<file path="src/rtl/image_stream_source.sv">
// image_stream_source
// Raster pixel transmitter for the 3x3 window generators. On Start it walks one
// IMG_WIDHT x IMG_HEIGHT frame in row-major order, reading a synchronous
// single-port image RAM, and emits each pixel as a Data_Out/Valid_Out beat
// with row (Last_Col) and frame (Last_Pixel) markers.
//
// Ports:
//   clk        in   single clock, rising edge
//   rst        in   synchronous active-high reset
//   Start      in   frame request, only looked at in IDLE
//   Pause      in   suppresses this cycle's RAM read while running
//   Mem_Rd_En  out  RAM read strobe
//   Mem_Addr   out  RAM read address (row*IMG_WIDHT + col)
//   Mem_Data   in   RAM read data, one cycle after Mem_Rd_En
//   Data_Out   out  pixel word, holds when Valid_Out is low
//   Valid_Out  out  pixel beat qualifier
//   Last_Col   out  last pixel of a row
//   Last_Pixel out  last pixel of the frame
//   Busy       out  high in RUN and DRAIN
//   Done       out  one-cycle pulse after the frame's last beat
module image_stream_source #(
  parameter int DATA_WIDHT = 32,
  parameter int IMG_WIDHT  = 220,
  parameter int IMG_HEIGHT = 220,
  parameter int ADDR_W     = $clog2(IMG_WIDHT * IMG_HEIGHT)
) (
  input  logic                  clk,
  input  logic                  rst,
  input  logic                  Start,
  input  logic                  Pause,
  output logic                  Mem_Rd_En,
  output logic [ADDR_W-1:0]     Mem_Addr,
  input  logic [DATA_WIDHT-1:0] Mem_Data,
  output logic [DATA_WIDHT-1:0] Data_Out,
  output logic                  Valid_Out,
  output logic                  Last_Col,
  output logic                  Last_Pixel,
  output logic                  Busy,
  output logic                  Done
);

  localparam int COL_W = (IMG_WIDHT > 1) ? $clog2(IMG_WIDHT) : 1;
  localparam int ROW_W = (IMG_HEIGHT > 1) ? $clog2(IMG_HEIGHT) : 1;
  localparam logic [COL_W-1:0] COL_LAST = COL_W'(IMG_WIDHT - 1);
  localparam logic [ROW_W-1:0] ROW_LAST = ROW_W'(IMG_HEIGHT - 1);

  typedef enum logic [1:0] {
    ST_IDLE  = 2'd0,
    ST_RUN   = 2'd1,
    ST_DRAIN = 2'd2,
    ST_DONE  = 2'd3
  } state_t;

  state_t state_q, state_d;

  logic [COL_W-1:0]  col_q, col_d;
  logic [ROW_W-1:0]  row_q, row_d;
  logic [ADDR_W-1:0] addr_q, addr_d;
  logic              drain_q, drain_d;

  logic rd_en_s, busy_s, done_s;
  logic col_last_s, pix_last_s;

  // Stage 1: flags travelling alongside the RAM access.
  logic v1_q, lc1_q, lp1_q;
  // Stage 2: output register.
  logic [DATA_WIDHT-1:0] data_q;
  logic valid_q, lc_q, lp_q;

  assign col_last_s = (col_q == COL_LAST);
  assign pix_last_s = col_last_s && (row_q == ROW_LAST);

  // State register.
  always_ff @(posedge clk) begin
    if (rst) begin
      state_q <= ST_IDLE;
    end else begin
      state_q <= state_d;
    end
  end

  // Next-state logic.
  always_comb begin
    state_d = state_q;
    case (state_q)
      ST_IDLE:  state_d = Start ? ST_RUN : ST_IDLE;
      ST_RUN:   state_d = (rd_en_s && pix_last_s) ? ST_DRAIN : ST_RUN;
      // Two DRAIN cycles let the final read clear both pipeline stages.
      ST_DRAIN: state_d = drain_q ? ST_DONE : ST_DRAIN;
      ST_DONE:  state_d = ST_IDLE;
      default:  state_d = ST_IDLE;
    endcase
  end

  // State-decoded outputs. The read strobe follows Pause in the same cycle so
  // a paused cycle turns into a Valid_Out bubble exactly two cycles later.
  always_comb begin
    rd_en_s = (state_q == ST_RUN) && !Pause;
    busy_s  = (state_q == ST_RUN) || (state_q == ST_DRAIN);
    done_s  = (state_q == ST_DONE);
  end

  // Raster counter next-state; counters freeze on the final read so the
  // address never runs past the frame.
  always_comb begin
    col_d   = col_q;
    row_d   = row_q;
    addr_d  = addr_q;
    drain_d = (state_q == ST_DRAIN) && !drain_q;
    if ((state_q == ST_IDLE) && Start) begin
      col_d  = '0;
      row_d  = '0;
      addr_d = '0;
    end else if (rd_en_s && !pix_last_s) begin
      addr_d = addr_q + ADDR_W'(1);
      if (col_last_s) begin
        col_d = '0;
        row_d = row_q + ROW_W'(1);
      end else begin
        col_d = col_q + COL_W'(1);
      end
    end else begin
      col_d = col_q;
    end
  end

  // Counters and the two-stage read pipeline.
  always_ff @(posedge clk) begin
    if (rst) begin
      col_q   <= '0;
      row_q   <= '0;
      addr_q  <= '0;
      drain_q <= 1'b0;
      v1_q    <= 1'b0;
      lc1_q   <= 1'b0;
      lp1_q   <= 1'b0;
      data_q  <= '0;
      valid_q <= 1'b0;
      lc_q    <= 1'b0;
      lp_q    <= 1'b0;
    end else begin
      col_q   <= col_d;
      row_q   <= row_d;
      addr_q  <= addr_d;
      drain_q <= drain_d;
      v1_q    <= rd_en_s;
      lc1_q   <= rd_en_s && col_last_s;
      lp1_q   <= rd_en_s && pix_last_s;
      valid_q <= v1_q;
      lc_q    <= lc1_q;
      lp_q    <= lp1_q;
      // Only capture RAM data for issued reads; otherwise hold the last pixel.
      if (v1_q) begin
        data_q <= Mem_Data;
      end
    end
  end

  assign Mem_Rd_En  = rd_en_s;
  assign Mem_Addr   = addr_q;
  assign Data_Out   = data_q;
  assign Valid_Out  = valid_q;
  assign Last_Col   = lc_q;
  assign Last_Pixel = lp_q;
  assign Busy       = busy_s;
  assign Done       = done_s;

endmodule

</file>
<file path="config.mk">
export PLATFORM = sky130hd
export DESIGN_NAME = image_stream_source
export DESIGN_NICKNAME = d
export VERILOG_FILES = /design/src/rtl/image_stream_source.sv
export SDC_FILE = /design/constraint.sdc
export NUM_CORES = 1
export LEC_CHECK = 0
export CORE_ASPECT_RATIO = 2
export CORE_MARGIN = 5
export CORE_UTILIZATION = 40
export DETAILED_ROUTE_END_ITERATION = 8
export DONT_BUFFER_PORTS = 1
export GPL_ROUTABILITY_DRIVEN = 0
export GPL_TIMING_DRIVEN = 1
export PLACE_DENSITY_LB_ADDON = 0.08
export SLEW_MARGIN = 20
export SYNTH_ARGS = -nofsm -noshare
export SYNTH_HDL_FRONTEND = slang
export SYNTH_SLANG_ARGS = --single-unit
</file>
<file path="constraint.sdc">
create_clock -name clk -period 2.8 [get_ports clk]
set_input_delay 0.28 -clock clk [delete_from_list [all_inputs] [get_ports clk]]
set_output_delay 0.28 -clock clk [all_outputs]
set_load 0.01 [all_outputs]
</file>
==> results of run 1 <==
per-stage QoR:
stage | cells | util (%) | hold slack (ns)
after floorplan | 308 | - | 0.3982
after global placement | 391 | 42.41 | 0.3545
after CTS | 408 | 46.52 | 0.0003432
after global routing | 408 | 46.52 | 0.001167
after detailed placement | 391 | 42.41 | 0.3515
final | 408 | 46.52 | 0.01829
timing repair:
action	CTS	global route
hold endpoints to repair	1	0
setup buffers	0	0
hold buffers	1	0
cell families (layout without fill, tap and decap cells):
kind of cell	Yosys count	after routing	share of synthesized area, %
buf+inv	22	30	3.059
simple gates	120	120	20.20
mux	36	36	12.07
fa+ha+maj	8	8	3.353
compound gates	28	28	6.203
flops	73	73	48.95
xor+xnor	21	21	6.161
worst max-delay path: cells and delay by family (launching register included):
kind	cells	cell delay (ns)
AOI/OAI and AO/OA	2	0.28
DFF	1	0.33
and+or+nand+nor	3	0.87
adders and majority gates	1	0.17
buffers and inverters	2	0.55
layer usage:
layer,vias up,part of all wire [%]
met5,-,0
met4,0,2.8
met3,13,9.0
met2,74,52
met1,983,36
li1,1068,-
Yosys cell counts (2+ instances only):
cell       count  area [µm²]
nor2b_1        3       18.77
and3_1         3       18.77
nand3_1        6       30.03
nand2_1       15       56.30
a211oi_1       2       15.01
nand4_1       11       68.82
a31o_2         2       17.52
nor4_4         2       42.54
nor3_1         3       15.01
nor2_1        63       236.5
o2111ai_1      3       26.28
a21oi_1       10       50.05
ha_1           8       100.1
xnor2_1       10       87.58
dfxtp_1       73        1461
xor2_1        11       96.34
o21ai_0        3       15.01
nand2b_1       3       18.77
mux2i_1       36       360.4
inv_1          7       26.28
or3_1          4       25.02
clkbuf_1      12       45.04
o211ai_1       2       15.01
power by group:
group	internal (µW)	total, µW	switching, µW
sequential	1060	1080	24.8
combinational	28.2	64.6	36.4
clock	688	1110	419
sequential cells by signal, indices dropped and copies added, names as in the netlist, 8 cells and up, named ones only:
| register | flops |
|---|---|
| col_q | 8 |
| Mem_Addr | 16 |
| Data_Out | 32 |
| row_q | 8 |
layout make-up:
type / count / area, µm² / area share (%)
well taps: 92 / 115.1 / 3.405
multi-input cells: 213 / 1433 / 42.38
inverters: 7 / 26.28 / 0.7772
repair buffers: 7 / 55.05 / 1.628
flip-flops and latches: 73 / 1463 / 43.26
clock inverters: 5 / 56.30 / 1.665
clock buffers: 11 / 232.7 / 6.884
cells in the final DEF, fill, tap and decap left out, types with 2 or more instances in the layout:
cell        n
nor4_4      2
nand3_1     6
a31o_2      2
or3_1       4
a21oi_1    10
nor2b_1     3
xnor2_1    10
nor2_1     63
nand4_1    11
clkbuf_1    2
clkbuf_16   9
a211oi_1    2
and3_1      3
o21ai_0     3
o2111ai_1   3
nor3_1      3
buf_4       6
ha_1        8
nand2b_1    3
inv_1       7
xor2_1     11
nand2_1    15
clkinv_2    2
mux2i_1    36
o211ai_1    2
dfxtp_1    72
how the worst max path moves through the flow:
| stage | from | end | slack [ns] | cells after the start |
|---|---|---|---|---|
| 2_1_floorplan | row_q[0] | Mem_Addr[8] | 0.79 | 7 |
| 3_3_place_gp | flop | Mem_Addr[15] | 0.56 | 9 |
| 3_5_place_dp | flop | Mem_Addr[15] | 0.50 | 9 |
| 4_1_cts | flop | Mem_Addr[15] | 0.47 | 9 |
| 5_1_grt | flop | Mem_Addr[7] | 0.33 | 9 |
| 6_report | flop | Mem_Addr[6] | 0.53 | 8 |
==> results.cfg, run 1 <==
[yosys]
async_reset_ff_share_pct = 0
synth_area_um2 = 2985
ys_types = 39
avgSynthCellArea_um2 = 9.693
syn_nets = 352
synth_edf_count = 0
synthFlopType = dfxtp_1
ys_ff_latch = 73
syn_inst = 308
ys_seq_area_share_pct = 48.95
yosys_warnings = 0

[timing]
setup_tns_ns = 0
rsz0062_at_grt = no
worstMarginPinSlew_ns = 0.9547
slew-limit-headroom_pct = 36.36
finalMaxSlewViolations = 0
fin_crit_ns = 2.270
fin_crit_sh_pct = 81.06
finalHoldViolations = 0
skew_ns = 0.005767
timing.final.setup_violations = 0
fmax_mhz = 440.6
fin_ws_ns = 0.5302

[grt]
grt_start_max_net_pins = 44
grt_pass1_vias = 2142
grt.busiest_layer = met2
grtUsageMet2_pct = 25.03
gr-total-overflow = 0
antenna_found_initial = 0
track_usage_pct = 14.56
grt_pass1_wl_um = 10630
use_met1_pct = 14.21
grt_use_met3_pct = 6.412

[die]
start_util_pct = 41.08
ios = 90
dieArea_um2 = 9396
die_w_um = 71.09
die_h_um = 132.2
coreArea_um2 = 7267
rows = 44

[placed_design]
hpwl_um = 4875
placed_area_um2 = 3082
pre_cts_slack_ns = 0.4963
port-buffer-count = 0

[clock_tree]
clk_latency_ns = 0.33
tritoncts = yes
htreeDepth = 3
clk_pin_slew_ns = 0.05
cts_root_buf = clkbuf_16
clk_path_buf_depth = 2
cts_resized = 0
cts_sinks = 73
cts_buffers = 9

[power]
cellPowerDensity_nw_per_um2 = 665.8
finalPower_uw = 2251
power_leakage_uw = 0.001212
peakVddDrop_v = 0.0003570

[detailed_routing]
drt_iter0_drc = 74
antenna_left = 0
routed_wl_um = 6644
vias_per_cell = 5.240
first_pass_iters = 6
drc = 0
routedWlPerCell_um = 16.28
num_vias = 2138

[setup_path]
crit_path_frequent_cell = inv_1
critPathArrivalTime_ns = 2.53
cp-end-kind = flop
cpPeakStageDelay_ns = 0.45
critical_path.cell_chain = inv_1 -> ha_1 -> nand2b_1 -> inv_1 -> and3_1 -> o21ai_0 -> or3_1 -> a21oi_1
rr_worst_depth = 8
crit_path_max_fanout = 15
reg2reg_slack_ns = 0.53
required_ns = 3.06
worstReg2RegEnd = Mem_Addr[6]
start_kind = flop
crit_type = flop to flop
cpMaxStageDelayCell = inv_1

[cells_and_area]
syn2layout_area_growth_pct = 13.24
fin_area_um2 = 3381
drive_above_1_share_pct = 8.861
antenna_cells = 0
final_nets = 355
n_fill_cell = 740

[hold_path]
worstHoldStart = rst
worstHoldPathType = primary input to flop
min_path_cells = 1

[outcome]
status = finished clean

[flow_run]
maxCapViolCount = 0
No activity file was read; power rests on OpenSTA's default activity.
==> run 2: changes to the inputs <==
clock period = 2 ns   (was 2.8 ns; I/O delays follow)
==> run 2 against run 1 <==
  * Sequential share of layout area down 4.5 points
  * Maximum frequency increased by 15%
  * Flip-flop and latch count is the same
  * First-iteration DRC count increased by 36%
  * Die area unchanged
  * Cell area rose by 12%
  * Clock skew fell by 0.0013 ns
  * Power is 41% higher
  * Setup slack got worse by 0.51 ns
  * Cell count is 9.3% higher
  * Clock power grew 39%
  * Combinational power is 120% higher
==> results.cfg, run 2 (synthesis results as in run 1) <==
[outcome]
status = finished clean

[cells_and_area]
final_util_pct = 52.15
seqCellArea_um2 = 1470
antenna_cells = 0
final_cells = 446
layout_common_cells = 68 x dfxtp_1, 63 x nor2_1, 40 x buf_4, 36 x mux2i_1, 14 x nand2_1
layout_commonest_cell = dfxtp_1
multi_input_area_um2 = 1506
fin_area_um2 = 3790
largest_reg_flops = 32
drive_above_1_share_pct = 23.73
syn2layout_area_growth_pct = 26.95
final_nets = 393
n_fill_cell = 720

[detailed_routing]
first_pass_iters = 4
antenna_left = 0
num_vias = 2261
routed_wl_um = 7080
drt_iter0_drc = 101
vias_per_cell = 5.070
drc = 0
routedWlPerCell_um = 15.87

[setup_path]
worstReg2RegEnd = row_q[7]
cp-end-kind = flop
crit_type = flop to flop
crit_path_max_fanout = 5
path_buf_inv = 1
reg2reg_from = col_q[0]
reg2reg_slack_ns = 0.02
critPathLaunch = col_q[0]
required_ns = 2.22
critPathArrivalTime_ns = 2.20
path_depth = 7
endpoint = row_q[7]
cpMaxStageDelayCell = or4b_4
cpPeakStageDelay_ns = 0.63
critical_path.cell_chain = ha_4 -> nand4_1 -> or4b_4 -> buf_8 -> nor4_4 -> xnor2_1 -> nor2_1
start_kind = flop
path_delay_family = simple AND/OR/NAND/NOR gates
rr_worst_depth = 7

[power]
power_frac_clock_pct = 48.4
power_leakage_uw = 0.001437
switching_share_pct = 21.48
combPwrFrac_pct = 4.5
cellPowerDensity_nw_per_um2 = 840.2
seqPwrFrac_pct = 47.1
p_int_uw = 2500
peakVddDrop_v = 0.0004035
power_switching_uw = 683.9

[die]
dieArea_um2 = 9396
die_w_um = 71.09
start_util_pct = 41.08
rows = 44
ios = 90
die_h_um = 132.2
coreArea_um2 = 7267

[clock_tree]
clk_pin_slew_ns = 0.06
cts_root_buf = clkbuf_16
clk_path_buf_depth = 2
cts_buffers = 9
htreeDepth = 3
clk_latency_ns = 0.33
tritoncts = yes
cts_sinks = 73

[timing]
holdWs_ns = 0.02020
fin_crit_ns = 1.981
fin_crit_sh_pct = 99.06
timing.final.setup_violations = 0
rsz0062_at_grt = yes
fmax_mhz = 504.8
finalHoldViolations = 0
finalMaxSlewViolations = 0
slew-limit-headroom_pct = 66.39
fin_ws_ns = 0.01889
worstMarginPinSlew_ns = 0.4915
skew_ns = 0.004514

[grt]
grt_start_max_net_pins = 42
grt_pass1_vias = 2289
gr-total-overflow = 0
grt_pass1_wl_um = 11220
track_usage_pct = 15.34
antenna_found_initial = 0

[placed_design]
port-buffer-count = 0
placed_area_um2 = 3339
pre_cts_slack_ns = -0.1213
hpwl_um = 5217
dp_cells = 425

[hold_path]
worstHoldPathType = primary input to flop

[flow_run]
maxCapViolCount = 0
==> run 2: metrics by stage <==
step                power [µW]  setup TNS [ns]
finish                    3184               0
global route              3319         -0.1521
CTS                       3239               0
detailed placement        1658         -0.7011
global placement          1657         -0.3460
floorplan                 1621               0
==> run 2: power by group through the flow <==
stage | clock network (µW) | logic, µW | registers [µW]
final | 1540 | 144 | 1500
after global routing | 1660 | 162 | 1500
after CTS | 1590 | 145 | 1500
after detailed placement | 0 | 127 | 1530
after global placement | 0 | 127 | 1530
after floorplan | 0 | 93.0 | 1530
==> run 2: final cells by class <==
cell class                      instances  share of cell area (%)
Sequential cell                        73                   38.79
Timing Repair Buffer                   45                   10.10
Clock inverter                          5                   1.486
Inverter                                7                  0.6933
Tap cell                               92                   3.037
Clock buffer                           11                   6.141
Multi-Input combinational cell        213                   39.75
==> run 2: worst min path at each step <==
stage | cells after the start | to | start | slack [ns]
after floorplan | 2 | Data_Out[18] | Mem_Data[18] | 0.35
after global placement | 1 | v1_q | rst | 0.27
after detailed placement | 1 | v1_q | rst | 0.28
after CTS | 2 | Data_Out[21] | Mem_Data[21] | 0.007
after global routing | 2 | Data_Out[21] | Mem_Data[21] | 0.008
final | 2 | Data_Out[21] | Mem_Data[21] | 0.02
==> run 2: per-layer routing <==
layer	wire length (µm)	up-vias	part of all wire, %	global-route usage, %
met3	563	11	8.0	6.565
li1	-	1144	-	-
met2	3846	76	54	27.04
met5	0	-	0	0
met4	131	0	1.9	8.368
met1	2538	1030	36	14.53
==> run 2: repair_timing <==
action / in CTS / in global routing
resized for setup: 5 / 20
pin swaps: 1 / 15
endpoints found under the setup margin: 19 / 24
cloned: 0 / 1
buffers inserted: 0 / 3
hold endpoints to repair: 41 / 0
hold buffers: 1 / 0
==> run 3: changes to the inputs <==
HOLD_SLACK_MARGIN = 0.06   (was unset)
==> run 3 against run 2 <==
  * Cell count grew 7.4%
  * Highest routed layer unchanged
  * Critical path type unchanged
  * Non-clock buffer count up 33
  * Cell area is 8.7% higher
  * Power rose by 1.9%
  * Clock skew grew 0.0018 ns
==> results.cfg, run 3 (synthesis results as in run 1) <==
[timing]
finalHoldViolations = 0
fmax_mhz = 503.8
fin_crit_ns = 1.985
fin_ws_ns = 0.01505
worstMarginPinSlew_ns = 0.4909
holdWs_ns = 0.1554
finalMaxSlewViolations = 0
fin_crit_sh_pct = 99.25
timing.final.setup_violations = 0
skew_ns = 0.006268
slew-limit-headroom_pct = 66.43
rsz0062_at_grt = yes

[cells_and_area]
n_fill_cell = 686
largest_reg_flops = 32
drive_above_1_share_pct = 21.71
final_nets = 426
layout_common_cells = 68 x dfxtp_1, 63 x nor2_1, 40 x buf_4, 36 x mux2i_1, 33 x dlygate4sd3_1
final_cells = 479
fin_area_um2 = 4120
layout_commonest_cell = dfxtp_1
seqCellArea_um2 = 1470
syn2layout_area_growth_pct = 38.01
antenna_cells = 0
multi_input_area_um2 = 1506

[detailed_routing]
antenna_left = 0
route.met2.wl_um = 4035
vias_per_cell = 5.002
drt_iter0_drc = 103
routedWlPerCell_um = 15.57
drc = 0
routed_wl_um = 7456
dr_wl_met3_um = 551
wl_met1_um = 2707
num_vias = 2396
first_pass_iters = 4
top_layer_used = met4

[clock_tree]
tritoncts = yes
clk_pin_slew_ns = 0.06
cts_buffers = 9
clk_latency_ns = 0.33
cts_root_buf = clkbuf_16
clk_path_buf_depth = 2
cts_sinks = 73
htreeDepth = 3

[die]
ios = 90
rows = 44
start_util_pct = 41.08
coreArea_um2 = 7267
dieArea_um2 = 9396
die_h_um = 132.2
die_w_um = 71.09

[power]
finalPower_uw = 3244
cellPowerDensity_nw_per_um2 = 787.2
peakVddDrop_v = 0.0004026
power_leakage_uw = 0.001575

[setup_path]
critical_path.cell_chain = ha_4 -> nand4_1 -> or4b_4 -> buf_8 -> nor4_4 -> xnor2_1 -> nor2_1
start_kind = flop
reg2reg_slack_ns = 0.02
reg2reg_from = col_q[0]
rr_worst_depth = 7
required_ns = 2.22
crit_type = flop to flop
worstReg2RegEnd = row_q[7]
cpPeakStageDelay_ns = 0.63
path_buf_inv = 1
critPathArrivalTime_ns = 2.20
cp-end-kind = flop
crit_path_max_fanout = 5
path_delay_family = simple AND/OR/NAND/NOR gates
cpMaxStageDelayCell = or4b_4

[hold_path]
min_path_cells = 2
worstHoldPathType = primary input to flop
worstHoldStart = rst

[outcome]
status = finished clean

[placed_design]
hpwl_um = 5217
dp_cells = 425
placed_area_um2 = 3339
pre_cts_slack_ns = -0.1213
port-buffer-count = 0

[grt]
grt_start_max_net_pins = 42
grt_pass1_wl_um = 11740
gr-total-overflow = 0
track_usage_pct = 15.95
grt_pass1_vias = 2418
antenna_found_initial = 0

[flow_run]
maxCapViolCount = 0
==> run 3: cell count changes in the layout (fill, tap and decap cells not counted) <==
cell,change
dlygate4sd3_1,+33
==> run 3: power breakdown <==
| part | switching (µW) | internal (µW) |
|---|---|---|
| Combinational | 93.7 | 104 |
| Clock | 584 | 963 |
| Sequential | 22.6 | 1480 |
==> run 3: routing by layer <==
metal | vias up | GRT usage, %
li1 | 1210 | -
met1 | 1085 | 15.76
met2 | 85 | 28.39
met3 | 16 | 5.649
met4 | 0 | 8.368
met5 | - | 0
==> run 3: repair_timing <==
item / in CTS / in global routing
gates cloned: 0 / 1
pin swaps: 1 / 15
endpoints found under the setup margin: 19 / 24
gates resized for setup: 5 / 20
endpoints found under the hold margin: 41 / 0
setup buffers: 0 / 3
hold buffers: 34 / 0
==> run 3: stage by stage <==
| stage | setup TNS, ns | util, % |
|---|---|---|
| after floorplan | 0 | - |
| after global placement | -0.3460 | 45.95 |
| after detailed placement | -0.7011 | 45.95 |
| after CTS | 0 | 54.94 |
| after global routing | -0.1521 | 56.70 |
| final | 0 | 56.70 |
==> run 3: worst max path at each step <==
stage                  start           to  slack (ns)  depth (start not counted)
finish              col_q[0]     row_q[7]        0.02                          7
global route        col_q[0]     row_q[7]       -0.06                          7
CTS                 col_q[0]     row_q[7]        0.02                          7
detailed placement  row_q[0]  Mem_Addr[6]       -0.12                          7
global placement    row_q[0]  Mem_Addr[1]       -0.08                          7
floorplan           col_q[0]     row_q[6]       0.008                          8
==> run 3: cell type report <==
cell class / count / area share (%)
Inverter: 7 / 0.6377
Clock buffer: 11 / 5.648
Sequential cell: 73 / 35.68
Timing Repair Buffer: 78 / 17.31
Tap cell: 92 / 2.794
Multi-Input combinational cell: 213 / 36.56
Clock inverter: 5 / 1.367
